[src/rtl/exhaustive_vector_sequencer.sv]
// Exhaustive stimulus sweep with settle delay, FWFT record buffer
// and a running 16-bit MISR over every captured {vector, response}.
module exhaustive_vector_sequencer #(
    parameter int N_IN       = 5,
    parameter int N_OUT      = 1,
    parameter int SETTLE     = 1,
    parameter int FIFO_DEPTH = 4
) (
    input  logic                  CK,
    input  logic                  reset,
    input  logic                  start,
    output logic [N_IN-1:0]       dut_n,
    input  logic [N_OUT-1:0]      dut_resp,
    output logic                  rec_valid,
    input  logic                  rec_ready,
    output logic [N_IN+N_OUT-1:0] rec_data,
    output logic                  busy,
    output logic                  done,
    output logic [N_IN:0]         vec_count,
    output logic [15:0]           signature
);

    localparam int RW = N_IN + N_OUT;
    localparam int AW = $clog2(FIFO_DEPTH);
    localparam int CW = (SETTLE < 2) ? 1 : $clog2(SETTLE + 1);

    typedef enum logic [2:0] {
        IDLE,
        APPLY,
        SAMPLE,
        DRAIN,
        DONE
    } state_t;

    state_t          state;
    logic [CW-1:0]   cnt;
    logic [RW-1:0]   mem [FIFO_DEPTH];
    logic [AW-1:0]   wptr;
    logic [AW-1:0]   rptr;
    logic [AW:0]     occ;
    logic            full;
    logic            push;
    logic            pop;
    logic [RW-1:0]   rec_in;
    logic [15:0]     sig_next;

    // Full is judged on start-of-cycle occupancy, so a same-cycle pop
    // never frees room for a push.
    assign full      = (occ == (AW+1)'(FIFO_DEPTH));
    assign push      = (state == SAMPLE) && !full;
    assign rec_valid = (occ != '0);
    assign pop       = rec_valid && rec_ready;
    assign rec_data  = rec_valid ? mem[rptr] : '0;
    assign rec_in    = {dut_n, dut_resp};
    assign sig_next  = ({signature[14:0], 1'b0}
                       ^ (signature[15] ? 16'h1021 : 16'h0000))
                       ^ 16'(rec_in);

    always_ff @(posedge CK) begin
        if (push) begin
            mem[wptr] <= rec_in;
        end
    end

    always_ff @(posedge CK) begin
        if (reset) begin
            wptr <= '0;
            rptr <= '0;
            occ  <= '0;
        end else begin
            if (push) begin
                wptr <= wptr + 1'b1;
            end
            if (pop) begin
                rptr <= rptr + 1'b1;
            end
            if (push && !pop) begin
                occ <= occ + 1'b1;
            end else if (pop && !push) begin
                occ <= occ - 1'b1;
            end
        end
    end

    always_ff @(posedge CK) begin
        if (reset) begin
            state     <= IDLE;
            dut_n     <= '0;
            cnt       <= '0;
            busy      <= 1'b0;
            done      <= 1'b0;
            vec_count <= '0;
            signature <= 16'hFFFF;
        end else begin
            unique case (state)
                IDLE, DONE: begin
                    if (start) begin
                        state     <= APPLY;
                        busy      <= 1'b1;
                        done      <= 1'b0;
                        dut_n     <= '0;
                        cnt       <= CW'(SETTLE);
                        vec_count <= '0;
                        signature <= 16'hFFFF;
                    end
                end
                APPLY: begin
                    cnt <= cnt - 1'b1;
                    if (cnt == CW'(1)) begin
                        state <= SAMPLE;
                    end
                end
                SAMPLE: begin
                    if (!full) begin
                        vec_count <= vec_count + 1'b1;
                        signature <= sig_next;
                        if (&dut_n) begin
                            state <= DRAIN;
                        end else begin
                            dut_n <= dut_n + 1'b1;
                            cnt   <= CW'(SETTLE);
                            state <= APPLY;
                        end
                    end
                end
                DRAIN: begin
                    if (!rec_valid) begin
                        state <= DONE;
                        busy  <= 1'b0;
                        done  <= 1'b1;
                    end
                end
                default: begin
                    state <= IDLE;
                    busy  <= 1'b0;
                    done  <= 1'b0;
                end
            endcase
        end
    end

endmodule
[config.mk]
export PLATFORM = sky130hd
export DESIGN_NAME = exhaustive_vector_sequencer
export DESIGN_NICKNAME = d
export VERILOG_FILES = /design/src/rtl/exhaustive_vector_sequencer.sv
export SDC_FILE = /design/constraint.sdc
export NUM_CORES = 1
export LEC_CHECK = 0
export BUFFER_PORTS_ARGS = -buffer_cell sky130_fd_sc_hd__buf_2
export CORE_ASPECT_RATIO = 1.1
export CORE_MARGIN = 5
export CORE_UTILIZATION = 40
export CTS_BUF_LIST = sky130_fd_sc_hd__clkbuf_8
export CTS_CLUSTER_SIZE = 24
export DETAILED_ROUTE_END_ITERATION = 12
export GPL_TIMING_DRIVEN = 0
export PLACE_DENSITY = 0.62
export SLEW_MARGIN = 20
export SYNTH_ARGS = -nofsm -noshare
export SYNTH_HDL_FRONTEND = slang
export SYNTH_SLANG_ARGS = --single-unit
[constraint.sdc]
create_clock -name CK -period 2.6 [get_ports CK]
set_input_delay 0.26 -clock CK [delete_from_list [all_inputs] [get_ports CK]]
set_output_delay 0.26 -clock CK [all_outputs]
set_load 0.005 [all_outputs]
Yosys cells after proc, flatten, opt, wreduce, memory -nomap -nowiden:

Memories as Yosys holds them, arrays and structs flattened. A register that Yosys moved wholly into a read port is not among the register bits.
Cells that the tools add are included.
Widths: inputs -> output; s select.

* reduce and logical (&&, ||, !) cells: 20
* muxes and demuxes: 33
* bitwise gates (word level): 3
* equality and inequality tests: 10
* add/subtract/negate cells: 7

Operators by type and width (number)
* $mux 16: 2
* $pmux 16 s2: 1
* $mux 3: 6
* $mux 6: 3
* $xor 16x13->16: 1
* $xor 16x6->16: 1
* $mux 5: 3
* $mux 13: 1
* $pmux 3 s4: 1
* $pmux 6 s2: 1
* $reduce_and 4->1: 3
* $ne 2x2->1 const B: 5
* $pmux 5 s2: 1
* $pmux 1 s3: 3
* $mux 1: 8
* $add 6x1->6 const B: 1
* $eq 3x2->1 const B: 2
* $eq 3x3->1 const B: 2
* $mux 2: 3
* $reduce_and 3->1: 2
* $reduce_bool 3->1: 2
* $add 5x1->5 const B: 1
* $reduce_and 5->1: 1
* $add 2x1->2 const B: 2
* 10 further kinds: 17

* memory bits (writable): 24
* memories: 1
* word-level logic and storage cells: 84
* register bits: 40
* output and inout port bits: 36
* input port bits: 5

Memories
* mem: depth 4, bits a word 6, read ports 1, clocked after memory_dff 1, write ports 1, RTL line 37 `logic [RW-1:0] mem [FIFO_DEPTH];`

Depth between registers and ports, before layout:

* depth in word-level cells: 7
* depth in mapped cells: 10
* gate-level depth less buffers: 9

Worst setup path after synthesis:

No wires, ideal clock.

* path type: flip-flop to flip-flop
* start point: register occ[0]
* end point: register occ[2]
* path slack: 0.323 ns
* cell stages (with the launch flop): 10
* clock period less this slack: 2.277 ns
* data required time: 2.530 ns
* setup time: 0.070 ns
* path buffers: 0
* arrival time: 2.207 ns
* cells stage by stage: dfxtp_1 nor3_1 inv_2 nand2_1 ha_1 inv_1 fa_1 xor2_1 or3_2 a21oi_1

* elaborated cells between the ends (all ways): 14
* classes of those cells: add/sub (2); eq/ne (1); mux (2); reduce/logical (9)

RTL lines
* from (decl): RTL line 40 `logic [AW:0] occ;`
* from (signal assigned): RTL line 78 `occ <= occ + 1'b1;`
* from (signal assigned): RTL line 80 `occ <= occ - 1'b1;`
* $reduce_bool 3->1 *: RTL line 51 `assign rec_valid = (occ != '0);`
* net rec_valid: RTL line 14 `output logic rec_valid,`
* $logic_and 1x1->1 *: RTL line 52 `assign pop = rec_valid && rec_ready;`
* $logic_not 1->1: RTL line 77 `if (push && !pop) begin`
* $logic_and 1x1->1: RTL line 77
* $mux 3 or $reduce_bool 2->1 (tied branches)

Mark *: on every way through the listed nets, which the timed path passes. The rest lies on a longest branch. The select of a mux whose other input is x is not followed.
A chain may end at the register's enable or synchronous reset.

Worst setup path after layout:

* start point: register state[1]
* end point: register occ[2]

* longest elaborated chain between the ends: 5
* elaborated cells between the ends (all ways): 7
* classes of those cells: eq/ne (1); mux (1); reduce/logical (5)

Ends and longest elaborated chain
* from (decl): RTL line 35 `state_t state;`
* from (signal assigned): RTL line 87 `state <= IDLE;`
* from (signal assigned): RTL line 98 `state <= APPLY;`
* from (signal assigned): RTL line 110 `state <= SAMPLE;`
* $eq 3x2->1 *: RTL line 50 `assign push = (state == SAMPLE) && !full;`
* $logic_and 1x1->1 *: RTL line 50
* net push: RTL line 42 `logic push;`
* $logic_not 1->1: RTL line 79 `end else if (pop && !push) begin`
* $logic_and 1x1->1: RTL line 79
* $reduce_bool 2->1 (no source line)

Mark *: on every way through the listed nets, which the timed path passes. The rest lies on a longest branch.

==> results_tabular.tex <==
\begin{tabular}{lr}
\hline
Metric & Value \\
\hline
\multicolumn{2}{l}{\textbf{STA}} \\
Slew at the pin with the worst max-slew slack & 682 ps \\
Achievable clock frequency & 409 MHz \\
Fin. max-slew vios & 0 \\
Setup Skew & 5.83 ps \\
Post-route fraction of the period consumed by the critical path & 94.1\% \\
Unrepaired setup endpoints after global routing & false \\
Hold slack final & 183 ps \\
Setup violation total in the final timing report & 0 \\
Fin. Hold Viols & 0 \\
Setup TNS & 0 ps \\
Max-slew headroom at the worst pin & 54.3\% \\
Minimum clock period & 2450 ps \\
\multicolumn{2}{l}{\textbf{Floorplan}} \\
I/O Pins & 41 \\
Horiz. Die Dim & 90.5 um \\
Area of the die & 0.00892 sq mm \\
Initial Utilization & 40.9\% \\
Height of the die & 98.5 um \\
Num rows & 32 \\
Area of the core & 0.00697 sq mm \\
\multicolumn{2}{l}{\textbf{Job}} \\
Max-cap violation count & 0 \\
\multicolumn{2}{l}{\textbf{Critical path}} \\
Number of cells traversed by the worst register-to-register path & 9 \\
Startpoint of the most critical setup path & state[1] \\
Critical register-to-register path startpoint & state[1] \\
Crit start category & flip-flop \\
R2r endpoint & occ[2] \\
Slack of the worst reg-to-reg path & 150 ps \\
Critical path data arrival time & 2710 ps \\
Type of the setup path with the least slack & flip-flop to flip-flop \\
Critical path capture point & occ[2] \\
Maximum fanout encountered on the critical timing path & 5 \\
Kind of end point of the critical path & flip-flop \\
Data required, critical path & 2860 ps \\
\multicolumn{2}{l}{\textbf{Synth}} \\
Synth Area in Simple Gates & 16.2\% \\
Cell area after synthesis & 0.00285 sq mm \\
Synthesized-area fraction occupied by adder cells & 4.21\% \\
Unique masters post-synth & 48 \\
Combinational family with the most area after synthesis & simple AND/OR/NAND/NOR gates \\
Leading post-synthesis cells by cell area & sky130\_fd\_sc\_hd\_\_dfxtp\_1 (29\%), sky130\_fd\_sc\_hd\_\_edfxtp\_1 (25\%), sky130\_fd\_sc\_hd\_\_mux4\_2 (4.7\%), sky130\_fd\_sc\_hd\_\_ha\_1 (3.5\%), sky130\_fd\_sc\_hd\_\_xnor2\_1 (3.1\%) \\
Cells after Synth & 245 \\
Most instantiated library cell after synthesis & sky130\_fd\_sc\_hd\_\_dfxtp\_1 \\
Dominant register cell in the synthesized netlist & sky130\_fd\_sc\_hd\_\_dfxtp\_1 \\
Multiplexer share of the synthesized area & 6.85\% \\
Library cell with the largest summed area after synthesis & sky130\_fd\_sc\_hd\_\_dfxtp\_1 \\
Post-synth top cells & sky130\_fd\_sc\_hd\_\_dfxtp\_1 (42), sky130\_fd\_sc\_hd\_\_edfxtp\_1 (24), sky130\_fd\_sc\_hd\_\_nor2\_1 (18) \\
Proportion of register bits with asynchronous set or reset after synthesis & 0\% \\
Share of the synthesized area in compound gates (AO/OA/AOI/OAI) & 9.83\% \\
Synthesized area divided by synthesized cell count & 11.6 sq um \\
Xor and xnor area share after synthesis & 4.61\% \\
Number of enable-type register cells in the synthesized netlist & 24 \\
Post-synthesis sequential element count & 66 \\
Post-synthesis net count & 259 \\
Yosys warnings & 0 \\
Share of the synthesized area in the top cell type & 29.5\% \\
Sequential fraction of the synthesis area & 54.8\% \\
\multicolumn{2}{l}{\textbf{Placement}} \\
Number of placed cells counting well taps & 370 \\
HPWL after DPL & 4.02 mm \\
GP Congestion & 0.770 \\
Number of input and output port buffers inserted & 40 \\
\multicolumn{2}{l}{\textbf{Pwr}} \\
Leakage Power & 1.34 nW \\
Power per Cell Area & 778 mW/mm\^{}2 \\
Power Total & 0.00262 W \\
Maximum vdd ir drop & 0.376 mV \\
\multicolumn{2}{l}{\textbf{Final layout}} \\
P\&R area growth vs syn & 18.0\% \\
Fin util & 48.3\% \\
Number of antenna diodes & 0 \\
Layout cell share with drive strength beyond 1 & 27.1\% \\
Number of fill cells in the layout & 662 \\
Filler-free cell count of the finished design & 388 \\
Nets@finish & 312 \\
\multicolumn{2}{l}{\textbf{Route}} \\
Pre-antenna DRT Iters & 4 \\
Number of nets with antenna violations after routing & 0 \\
Violation count after the first detailed-route iteration & 63 \\
DRC Markers & 0 \\
Ratio of routed vias to standard cells & 5.13 \\
Total number of vias & 1992 \\
Wire length after detailed routing & 5.64 mm \\
Routed length per placed instance & 14.5 um \\
\multicolumn{2}{l}{\textbf{GRT}} \\
Initial antenna violation count & 0 \\
Total Routing Usage GR & 12.7\% \\
Largest net degree at the start of global routing & 12 \\
Wire length of the first global-routing pass & 9.20 mm \\
Via count of the first global-routing pass & 1903 \\
Global routing met1 resource utilization & 16.9\% \\
Global Route met3 Usage & 3.89\% \\
Total global routing overflow & 0 \\
Met2 demand-to-capacity share in global routing & 19.3\% \\
Most used routing layer in global routing & met2 \\
\multicolumn{2}{l}{\textbf{Run status}} \\
Outcome & finished, final reports clean \\
\multicolumn{2}{l}{\textbf{Clock network}} \\
CTS root buffer & sky130\_fd\_sc\_hd\_\_clkbuf\_8 \\
Number of levels the H-tree was split into & 3 \\
Later-pin clock latency in the skew report & 330 ps \\
Hold Buf Count CTS & 0 \\
Clock tree from TritonCTS & built \\
Number of buffers added by the clock tree synthesis step & 9 \\
Buffer levels on the longest clock path & 2 \\
Total number of clock tree sinks & 66 \\
Clock transition time at the flip-flop clock pins of the worst setup and hold paths & 70 ps \\
\multicolumn{2}{l}{\textbf{Worst hold path}} \\
Type of the tightest min-delay check & input port to flip-flop \\
\hline
\end{tabular}
==> cell type report <==
cell class                 count  area [sq um]  area share, %
buffer                        10          58.8           1.75
clock buffer                   9           124           3.68
clock inverter                 7          61.3           1.82
inverter                      11          41.3           1.23
multi-input combinational    158          1200           35.6
sequential                    66          1560           46.4
tap                           85           106           3.16
timing repair buffer          42           215           6.40
==> worst min-delay path by stage <==
| stage | depth (start not counted) | from | slack [ps] | to |
|---|---|---|---|---|
| after floorplan | 0 | dut_resp | 360 | mem[0][0] |
| after global placement | 2 | vec_count[5] | 460 | vec_count[5] |
| after detailed placement | 2 | vec_count[5] | 470 | vec_count[5] |
| after CTS | 1 | dut_resp | 170 | mem[0][0] |
| after global routing | 1 | dut_resp | 190 | mem[0][0] |
| final | 1 | dut_resp | 180 | mem[2][0] |
==> through the flow <==
| step | instance area (sq um) | setup slack (ps) |
|---|---|---|
| 5_1_grt | 3360 | 5.25 |
| 3_5_place_dp | 3160 | 47.1 |
| 3_3_place_gp | 3160 | 81.9 |
| 2_1_floorplan | 2850 | 323 |
| 6_report | 3360 | 152 |
| 4_1_cts | 3340 | 27.9 |
==> critical path, stage by stage (launching register included) <==
cell and delay, ps:
sky130_fd_sc_hd__dfxtp_1 420, sky130_fd_sc_hd__nor3b_4 320, sky130_fd_sc_hd__nand2_2 160, sky130_fd_sc_hd__inv_2 130, sky130_fd_sc_hd__ha_1 200, sky130_fd_sc_hd__inv_1 60, sky130_fd_sc_hd__fa_1 370, sky130_fd_sc_hd__xor2_1 160
sky130_fd_sc_hd__or3_2 400, sky130_fd_sc_hd__a21oi_1 150
==> sequential cells by signal, summed over array words and instances, names as in the netlist, named ones only <==
register	count
mem	24
signature	16
vec_count	6
dut_n	5
occ	3
state	3
rptr	2
wptr	2
busy	1
cnt	1
done	1
==> routing by layer <==
metal / part of all wire (%) / routed length, um
met5: 0 / 0
met3: 4.5 / 252
met2: 47 / 2670
met4: 0.94 / 53
met1: 47 / 2660
==> cell families after synthesis <==
family	count (synthesis)
AO/OA/AOI/OAI	43
XOR/XNOR	15
adder cells (fa/ha/maj)	9
buffers and inverters	21
flip-flops	66
multiplexers	12
AND/OR/NAND/NOR	79
==> power breakdown <==
part / switching, W / internal (W) / total [W]
Combinational: 0.000303 / 0.000281 / 0.000585
Sequential: 0.0000792 / 0.00114 / 0.00122
Clock: 0.000378 / 0.000433 / 0.000811
==> repair_timing <==
action                     CTS  global route
buffers inserted             0             2
gates resized for setup      0             2
setup endpoints to repair    0             1
==> placed cells by master (no fill, tap or decap), types with 3 or more instances in the layout <==
cell type	count
sky130_fd_sc_hd__buf_2	42
sky130_fd_sc_hd__dfxtp_1	42
sky130_fd_sc_hd__edfxtp_1	24
sky130_fd_sc_hd__nor2_1	18
sky130_fd_sc_hd__a21oi_1	12
sky130_fd_sc_hd__inv_1	11
sky130_fd_sc_hd__nand2_1	11
sky130_fd_sc_hd__o21ai_0	10
sky130_fd_sc_hd__xnor2_1	10
sky130_fd_sc_hd__clkbuf_8	9
sky130_fd_sc_hd__ha_1	8
sky130_fd_sc_hd__and2_1	7
sky130_fd_sc_hd__a2bb2oi_1	7
sky130_fd_sc_hd__mux4_2	6
sky130_fd_sc_hd__mux2i_1	6
sky130_fd_sc_hd__a31oi_1	6
sky130_fd_sc_hd__clkbuf_1	5
sky130_fd_sc_hd__xor2_1	5
sky130_fd_sc_hd__nand3_1	5
sky130_fd_sc_hd__nor3_1	5
sky130_fd_sc_hd__and3_1	3
sky130_fd_sc_hd__nor2b_1	3
sky130_fd_sc_hd__buf_4	3
sky130_fd_sc_hd__or3_1	3
sky130_fd_sc_hd__nor4_1	3
(Power assumes the default switching activity.)
